**src/rtl/bin_to_bcd_seq_pkg.sv**
```systemverilog
// Shared definitions for the sequential binary-to-BCD converter:
// FSM state encoding and the double-dabble add-3 constants.
package bin_to_bcd_seq_pkg;

    // Two-state controller: waiting for a request, or iterating.
    typedef enum logic [0:0] {
        IDLE  = 1'b0,
        SHIFT = 1'b1
    } state_e;

    // A digit at or above this value would overflow past 9 after the
    // next left shift, so it is corrected first.
    localparam logic [3:0] ADD3_THRESH = 4'd5;
    localparam logic [3:0] ADD3_VAL    = 4'd3;

endpackage : bin_to_bcd_seq_pkg

```
**src/rtl/bin_to_bcd_seq_bcd_add3.sv**
```systemverilog
// Per-digit double-dabble correction: adds 3 to a BCD digit that is 5 or
// more, so that the following left shift carries correctly into the next
// decimal digit. Purely combinational.
module bcd_add3
    import bin_to_bcd_seq_pkg::*;
(
    input  logic [3:0] digit_i,
    output logic [3:0] digit_o
);

    // Conditional add-3; the sum wraps at 4 bits by construction.
    always_comb begin
        digit_o = digit_i;
        if (digit_i >= ADD3_THRESH) begin
            digit_o = digit_i + ADD3_VAL;
        end else begin
            digit_o = digit_i;
        end
    end

endmodule : bcd_add3

```
**src/rtl/bin_to_bcd_seq.sv**
```systemverilog
// Sequential binary-to-BCD converter (double dabble, one bit per cycle).
// A start accepted in IDLE captures binIn; BIN_W cycles later the result is
// loaded into bcdOut and done pulses for one cycle. bcdOut holds between
// conversions and only changes on the done edge.
module bin_to_bcd_seq
    import bin_to_bcd_seq_pkg::*;
#(
    parameter int BIN_W = 8,
    parameter int NDIG  = 3
) (
    input  logic                clk,
    input  logic                rstN,
    input  logic                start,
    input  logic [BIN_W-1:0]    binIn,
    output logic                busy,
    output logic                done,
    output logic [4*NDIG-1:0]   bcdOut
);

    localparam int                 CNT_W     = $clog2(BIN_W + 1);
    localparam int                 SCR_W     = 4 * NDIG;
    localparam int                 JOIN_W    = SCR_W + BIN_W;
    localparam logic [CNT_W-1:0]   LAST_ITER = CNT_W'(BIN_W - 1);
    localparam logic [CNT_W-1:0]   CNT_ONE   = CNT_W'(1);

    // The digit count must be able to represent the largest input value.
    localparam logic [63:0] MAX_IN    = (64'd1 << BIN_W) - 64'd1;
    localparam logic [63:0] DEC_RANGE = 64'd10 ** NDIG;

    if (DEC_RANGE <= MAX_IN) begin : g_ndig_check
        $error("bin_to_bcd_seq: NDIG too small for BIN_W");
    end

    state_e             state_q,   state_d;
    logic [BIN_W-1:0]   shift_q,   shift_d;
    logic [SCR_W-1:0]   scratch_q, scratch_d;
    logic [CNT_W-1:0]   cnt_q,     cnt_d;
    logic               busy_q,    busy_d;
    logic               done_q,    done_d;
    logic [SCR_W-1:0]   bcd_q,     bcd_d;

    logic [SCR_W-1:0]   adj_s;
    logic [JOIN_W-1:0]  joined_s;

    // One add-3 corrector per BCD digit of the scratch register.
    for (genvar g = 0; g < NDIG; g++) begin : g_add3
        bcd_add3 u_add3 (
            .digit_i (scratch_q[4*g +: 4]),
            .digit_o (adj_s[4*g +: 4])
        );
    end

    // Corrected scratch and shift register moved left as one vector.
    always_comb begin
        joined_s = {adj_s, shift_q} << 1;
    end

    // Next-state logic for the controller and datapath.
    always_comb begin
        state_d   = state_q;
        shift_d   = shift_q;
        scratch_d = scratch_q;
        cnt_d     = cnt_q;
        busy_d    = busy_q;
        done_d    = 1'b0;
        bcd_d     = bcd_q;
        case (state_q)
            IDLE: begin
                if (start) begin
                    shift_d   = binIn;
                    scratch_d = '0;
                    cnt_d     = '0;
                    busy_d    = 1'b1;
                    state_d   = SHIFT;
                end else begin
                    state_d   = IDLE;
                end
            end
            SHIFT: begin
                shift_d   = joined_s[BIN_W-1:0];
                scratch_d = joined_s[JOIN_W-1:BIN_W];
                cnt_d     = cnt_q + CNT_ONE;
                if (cnt_q == LAST_ITER) begin
                    // This edge completes the final iteration.
                    bcd_d   = joined_s[JOIN_W-1:BIN_W];
                    done_d  = 1'b1;
                    busy_d  = 1'b0;
                    state_d = IDLE;
                end else begin
                    state_d = SHIFT;
                end
            end
            default: begin
                state_d = IDLE;
                busy_d  = 1'b0;
            end
        endcase
    end

    // State and output registers with asynchronous active-low reset.
    always_ff @(posedge clk or negedge rstN) begin
        if (!rstN) begin
            state_q   <= IDLE;
            shift_q   <= '0;
            scratch_q <= '0;
            cnt_q     <= '0;
            busy_q    <= 1'b0;
            done_q    <= 1'b0;
            bcd_q     <= '0;
        end else begin
            state_q   <= state_d;
            shift_q   <= shift_d;
            scratch_q <= scratch_d;
            cnt_q     <= cnt_d;
            busy_q    <= busy_d;
            done_q    <= done_d;
            bcd_q     <= bcd_d;
        end
    end

    assign busy   = busy_q;
    assign done   = done_q;
    assign bcdOut = bcd_q;

endmodule : bin_to_bcd_seq

```
**config.mk**
```make
export PLATFORM = sky130hd
export DESIGN_NAME = bin_to_bcd_seq
export DESIGN_NICKNAME = d
export VERILOG_FILES = /design/src/rtl/bin_to_bcd_seq_pkg.sv /design/src/rtl/bin_to_bcd_seq_bcd_add3.sv /design/src/rtl/bin_to_bcd_seq.sv
export SDC_FILE = /design/constraint.sdc
export NUM_CORES = 1
export LEC_CHECK = 0
export BUFFER_PORTS_ARGS = -buffer_cell sky130_fd_sc_hd__buf_2
export CORE_MARGIN = 4
export CORE_UTILIZATION = 56
export DETAILED_ROUTE_END_ITERATION = 8
export PLACE_DENSITY_LB_ADDON = 0.3
export SETUP_SLACK_MARGIN = 0.1
export SYNTH_ARGS = -nofsm -noshare
export SYNTH_HDL_FRONTEND = slang
export SYNTH_SLANG_ARGS = --single-unit
```
**constraint.sdc**
```tcl
create_clock -name clk -period 1.75 [get_ports clk]
set_input_delay 0.2625 -clock clk [delete_from_list [all_inputs] [get_ports clk]]
set_output_delay 0.2625 -clock clk [all_outputs]
set_load 0.01 [all_outputs]
```
* Yosys cells after proc, flatten, opt, wreduce, memory -nomap -nowiden *
Index checks and enable logic that the tools add are counted.

word-level totals
  flip-flop bits (word level) = 39
  bits in latches = 0
  RAM bits = 0
  memory bits (read-only) = 0
  input port bits = 11
  output and inout port bits = 14
  logic and storage cells = 37
  memories kept = 0

operators by class
  add/sub/neg operators = 4
  multipliers = 0
  div/mod/pow operators = 0
  $lt $le $gt $ge = 3
  equal/unequal tests = 3
  shifts and indexed selects = 0
  muxes and demuxes = 17
  bitwise operators = 1
  reductions and logical operators = 2

operator list
  operator             count
  $pmux 12 s2          1
  $pmux 8 s2           1
  $ge 4x3->1 const B   3
  $mux 12              1
  $mux 4               3
  $add 4x2->4 const B  2
  $mux 8               1
  $pmux 4 s2           1
  $mux 1               6
  $add 4x1->4 const B  1
  $eq 4x3->1 const B   1
  $pmux 1 s2           2
  $reduce_and 2->1     2
  $add 3x2->3 const B  1
  $mux 3               1
  $ne 2x1->1 const B   1
  $ne 2x2->1 const B   1
  $not 1->1            1

* Longest topological paths before layout *
  depth after elaboration = 3
  depth in mapped cells = 6
  depth with buffers taken out = 6

* Modules after synthesis *
Synthesis repeated with hierarchy kept, for this count alone.

unflattened totals
  cells, all modules = 160
  area, all modules = 1,879.3 um2

modules (own cells, without submodules)
  module          instances  cells each  area an instance (um2)  sequential area each (um2)
  bin_to_bcd_seq  1          112         1,575.3                 975.9
  bcd_add3        3          16          101.3                   0.0

* Least setup slack after synthesis *
No wires, ideal clock.

  kind = register to register
  start = register scratch_q[0]
  end = register scratch_q[2]
  library setup time = 0.084 ns
  arrival = 1.357 ns
  data required time = 1.666 ns
  path slack = 0.309 ns
  stages on the path, launching flop included = 7
  buffers on the path = 0
  period minus slack after synthesis = 1.441 ns
  cell sequence = dfrtp_1 inv_1 ha_1 nand2b_1 a21oi_2 mux2_4 o22ai_1

on the way
  longest elaborated chain between the ends = 3
  elaborated cells on any way between the ends = 4
  those cells by class = add/sub: 1; order compare: 1; mux: 2

ends and longest elaborated chain
  element                                    RTL line                                                      RTL
  from (decl)                                bin_to_bcd_seq.sv:36                                          logic [SCR_W-1:0] scratch_q, scratch_d;
  from (signal assigned)                     bin_to_bcd_seq.sv:113                                         scratch_q <= scratch_d;
  $add 4x2->4 or $ge 4x3->1 (tied branches)  bin_to_bcd_seq_bcd_add3.sv:15, bin_to_bcd_seq_bcd_add3.sv:14
  $mux 4 *                                   bin_to_bcd_seq_bcd_add3.sv:14                                 if (digit_i >= ADD3_THRESH) begin
  $pmux 12 s2 *                              bin_to_bcd_seq.sv:67                                          case (state_q)

Mark *: on every way between the ends. The rest lies on a longest branch, timed or not.
A chain may end at the register's enable or synchronous reset.

* Worst setup path after layout *
  start = register scratch_q[1]
  end = register scratch_q[2]

The elaborated chain is that of the path after synthesis.

==> impl_metrics.csv <==
group,metric,value,unit
setup_path,crit_fanout,3,
power_and_ir_drop,swShare,0.3857,
drt,drc,0,
logic_synthesis,synthMuxAreaShare,0.06930,
logic_synthesis,synth-seq-cells,39,
clocking,htree_num_levels,2,
logic_synthesis,syn_area,1805,µm²
clocking,clock_sink_count,39,
floorplanning,die_w,64.78,µm
sta,slew_violations,0,
logic_synthesis,synthTopCellsByArea,"dfrtp_1 (54%), nand2_1 (7.3%), o21ai_1 (6.7%), ha_1 (4.9%), mux2i_1 (4.4%)",
global_route,grt_max_degree,40,
logic_synthesis,synth_edf_count,0,
global_route,grt_pass1_vias,1394,
logic_synthesis,synth_top_flop_cell,"dfrtp_1",
power_and_ir_drop,vdd_drop_max,0.0008939,V
cells_and_area,layout.nets,226,
clocking,cts_tree,"done",
setup_path,reg2reg_from,"scratch_q[1]",
logic_synthesis,synthCells,176,
min_path,min_path_cells,3,
power_and_ir_drop,power,4.292,mW
sta,finalSetupTns,0,ps
floorplanning,core_area,3078,µm²
placed_design,portBuffers,24,
sta,max-slew-margin-rel,0.6787,
power_and_ir_drop,power_frac_seq,0.372,
logic_synthesis,synthAdderAreaFrac,0.04851,
drt,vias,1375,
floorplanning,start_util,0.5866,
logic_synthesis,synth_cell_types,25,
clocking,clk_pin_slew,110,ps
setup_path,path_class,"reg -> reg",
power_and_ir_drop,intPower,2.637,mW
setup_path,cp-start-kind,"register",
min_path,holdCritStartpoint,"binIn[0]",
floorplanning,die_y,64.78,µm
sta,period_minus_slack,1570,ps
logic_synthesis,synth_top_family_by_area,"compound AO/OA/AOI/OAI gates",
sta,grt_setup_unrepaired,"false",
logic_synthesis,synth-simple-area-share,0.1317,
clocking,cts-root-buf,"clkbuf_4",
logic_synthesis,synth.yosys.seq_area_share,0.5405,
setup_path,crit_path_end_kind,"register",
floorplanning,io_pins,25,
global_route,grt-ovfl-total,0,
power_and_ir_drop,power_leakage,1.017,nW
power_and_ir_drop,powerDensity,2005,nW/µm²
logic_synthesis,yosys-top-cells-count,"dfrtp_1 (39), nand2_1 (35), o21ai_1 (24)",
logic_synthesis,synth_xor_area_frac,0.02426,
clocking,clk-insertion-delay-late,350,ps
logic_synthesis,synth_nets,194,
placed_design,dpl.hpwl,2369,µm
sta,hold_viol_final,0,
setup_path,reg2reg_slack,180,ps
logic_synthesis,synthArstFlopShare,1.000,
power_and_ir_drop,p_clk_frac,0.172,
logic_synthesis,yosys_warnings,0,
status,status,"complete, no violations",
global_route,grt_pass1_wl,6210,µm
drt,routedWlPerCell,14.89,µm
clocking,cts_buffers,5,
drt,viasPerCell,5.435,
setup_path,reg2regPathDepth,6,
cells_and_area,fillCellCount,251,
floorplanning,dieArea,4196,µm²
power_and_ir_drop,p_comb_frac,0.456,
setup_path,crit_arrival,1820,ps
sta,fmax,636.9,MHz
logic_synthesis,synth_top_area_share,0.5405,
power_and_ir_drop,p_sw,1.655,mW
drt,wirelength,3768,µm
drt,drt_first_pass_iters,4,
logic_synthesis,yosys.area.top_type,"dfrtp_1",
sta,fin_skew,15.44,ps
setup_path,reg2reg_to,"scratch_q[2]",
clocking,clock_path_buffers,2,
global_route,antenna_found_initial,0,
min_path,worstHoldPathType,"in -> reg",
sta,fin_crit_sh,0.8972,
drt,drtIter0Drc,99,
floorplanning,rows,20,
setup_path,critical_path_required,2000,ps
sta,setup_viol,0,
sta,worst_pin_slew,482.0,ps
logic_synthesis,synth_compound_area_frac,0.1448,
cells_and_area,area_delta_synth_final,18.57,%
logic_synthesis,yosysMostFrequentCell,"dfrtp_1",
logic_synthesis,syn_avg_cell_area,10.26,µm²
min_path,holdPathEnd,"shift_q[0]",
cells_and_area,num_antenna_cells,0,
job,cap_viol_max_count,0,
cells_and_area,drive_above_1_share,0.2775,
placed_design,place_congestion,0.7257,
global_route,grt_usage,0.1978,
drt,ant_nets,0,
critical path, cell delays in order, from the launching register on:
cell and delay, ps:
dfrtp_1 400, inv_1 110, ha_2 210, nand2b_1 80, a21oi_2 190, mux2_4 330, o22ai_1 170
power groups by stage:
stage | clock network, mW | registers (mW) | logic [mW]
2_1_floorplan | 0 | 1.60 | 1.29
3_3_place_gp | 0 | 1.57 | 1.65
3_5_place_dp | 0 | 1.59 | 1.77
4_1_cts | 0.744 | 1.58 | 1.83
5_1_grt | 0.809 | 1.64 | 2.16
6_report | 0.739 | 1.60 | 1.96
how the worst max path moves through the flow:
stage                    endpoint  depth (start not counted)         start
floorplan            scratch_q[2]                          6  scratch_q[0]
global placement     scratch_q[2]                          6  scratch_q[0]
detailed placement   scratch_q[2]                          6  scratch_q[0]
CTS                  scratch_q[2]                          6  scratch_q[0]
global route        scratch_q[10]                          6  scratch_q[8]
finish               scratch_q[2]                          6  scratch_q[1]
cells in the final DEF (no fill, tap or decap), types with 2 or more instances in the layout:
cell type,Yosys,final
a21oi_1,6,6
a21oi_2,3,3
buf_2,5,24
buf_4,1,8
bufinv_16,0,2
clkbuf_4,0,5
dfrtp_1,39,38
ha_1,7,3
ha_2,0,3
inv_1,7,4
inv_2,2,5
mux2_4,3,3
mux2i_1,8,8
nand2_1,35,35
nand2b_1,3,2
nand3_1,3,3
nor2_1,4,4
nor3b_1,5,5
o21ai_1,24,24
o22ai_1,9,9
xnor2_1,4,4
sequential cells by signal (all words and copies together) (netlist names):
register,count
scratch_q,12
done,1
cnt_q,4
bcdOut,12
shift_q,8
state_q,1
busy,1
layer usage:
metal	GRT usage	part of all wire
met1	0.2220	0.41
met2	0.3321	0.52
met3	0.08146	0.062
met4	0.07916	0.011
met5	0	0
cell families (layout without fill, tap and decap cells):
logic type      after synthesis  in the layout
fa+ha+maj                     7              7
mux                          11             11
compound gates               45             45
buf+inv                      17             50
xor+xnor                      5              5
flops                        39             39
simple gates                 52             52
layout make-up:
class                   count  area [µm²]  share of cell area
clock buffers               6       41.29             0.01929
flip-flops and latches     39       977.2              0.4565
repair buffers             33       190.2             0.08884
well taps                  44       55.05             0.02572
inverters                   9       33.78             0.01578
clock inverters             2       60.06             0.02805
multi-input cells         120       783.3              0.3659
repair_timing:
item,in CTS,in global routing
endpoints found under the setup margin,0,7
hold endpoints to repair,39,0
hold buffers,1,0
gates resized for setup,0,10
setup buffers,0,4
stage by stage:
step	cells	area [µm²]	setup WS [ps]	hold slack (ps)	util
floorplan	176	1805	308.7	-33.09	-
global placement	240	1971	240.4	337.6	0.6402
detailed placement	240	1971	153.5	343.3	0.6402
CTS	249	2082	104.4	159.4	0.6764
global route	253	2141	108.9	153.6	0.6955
finish	253	2141	179.8	169.2	0.6955
(Power assumes the default switching activity.)
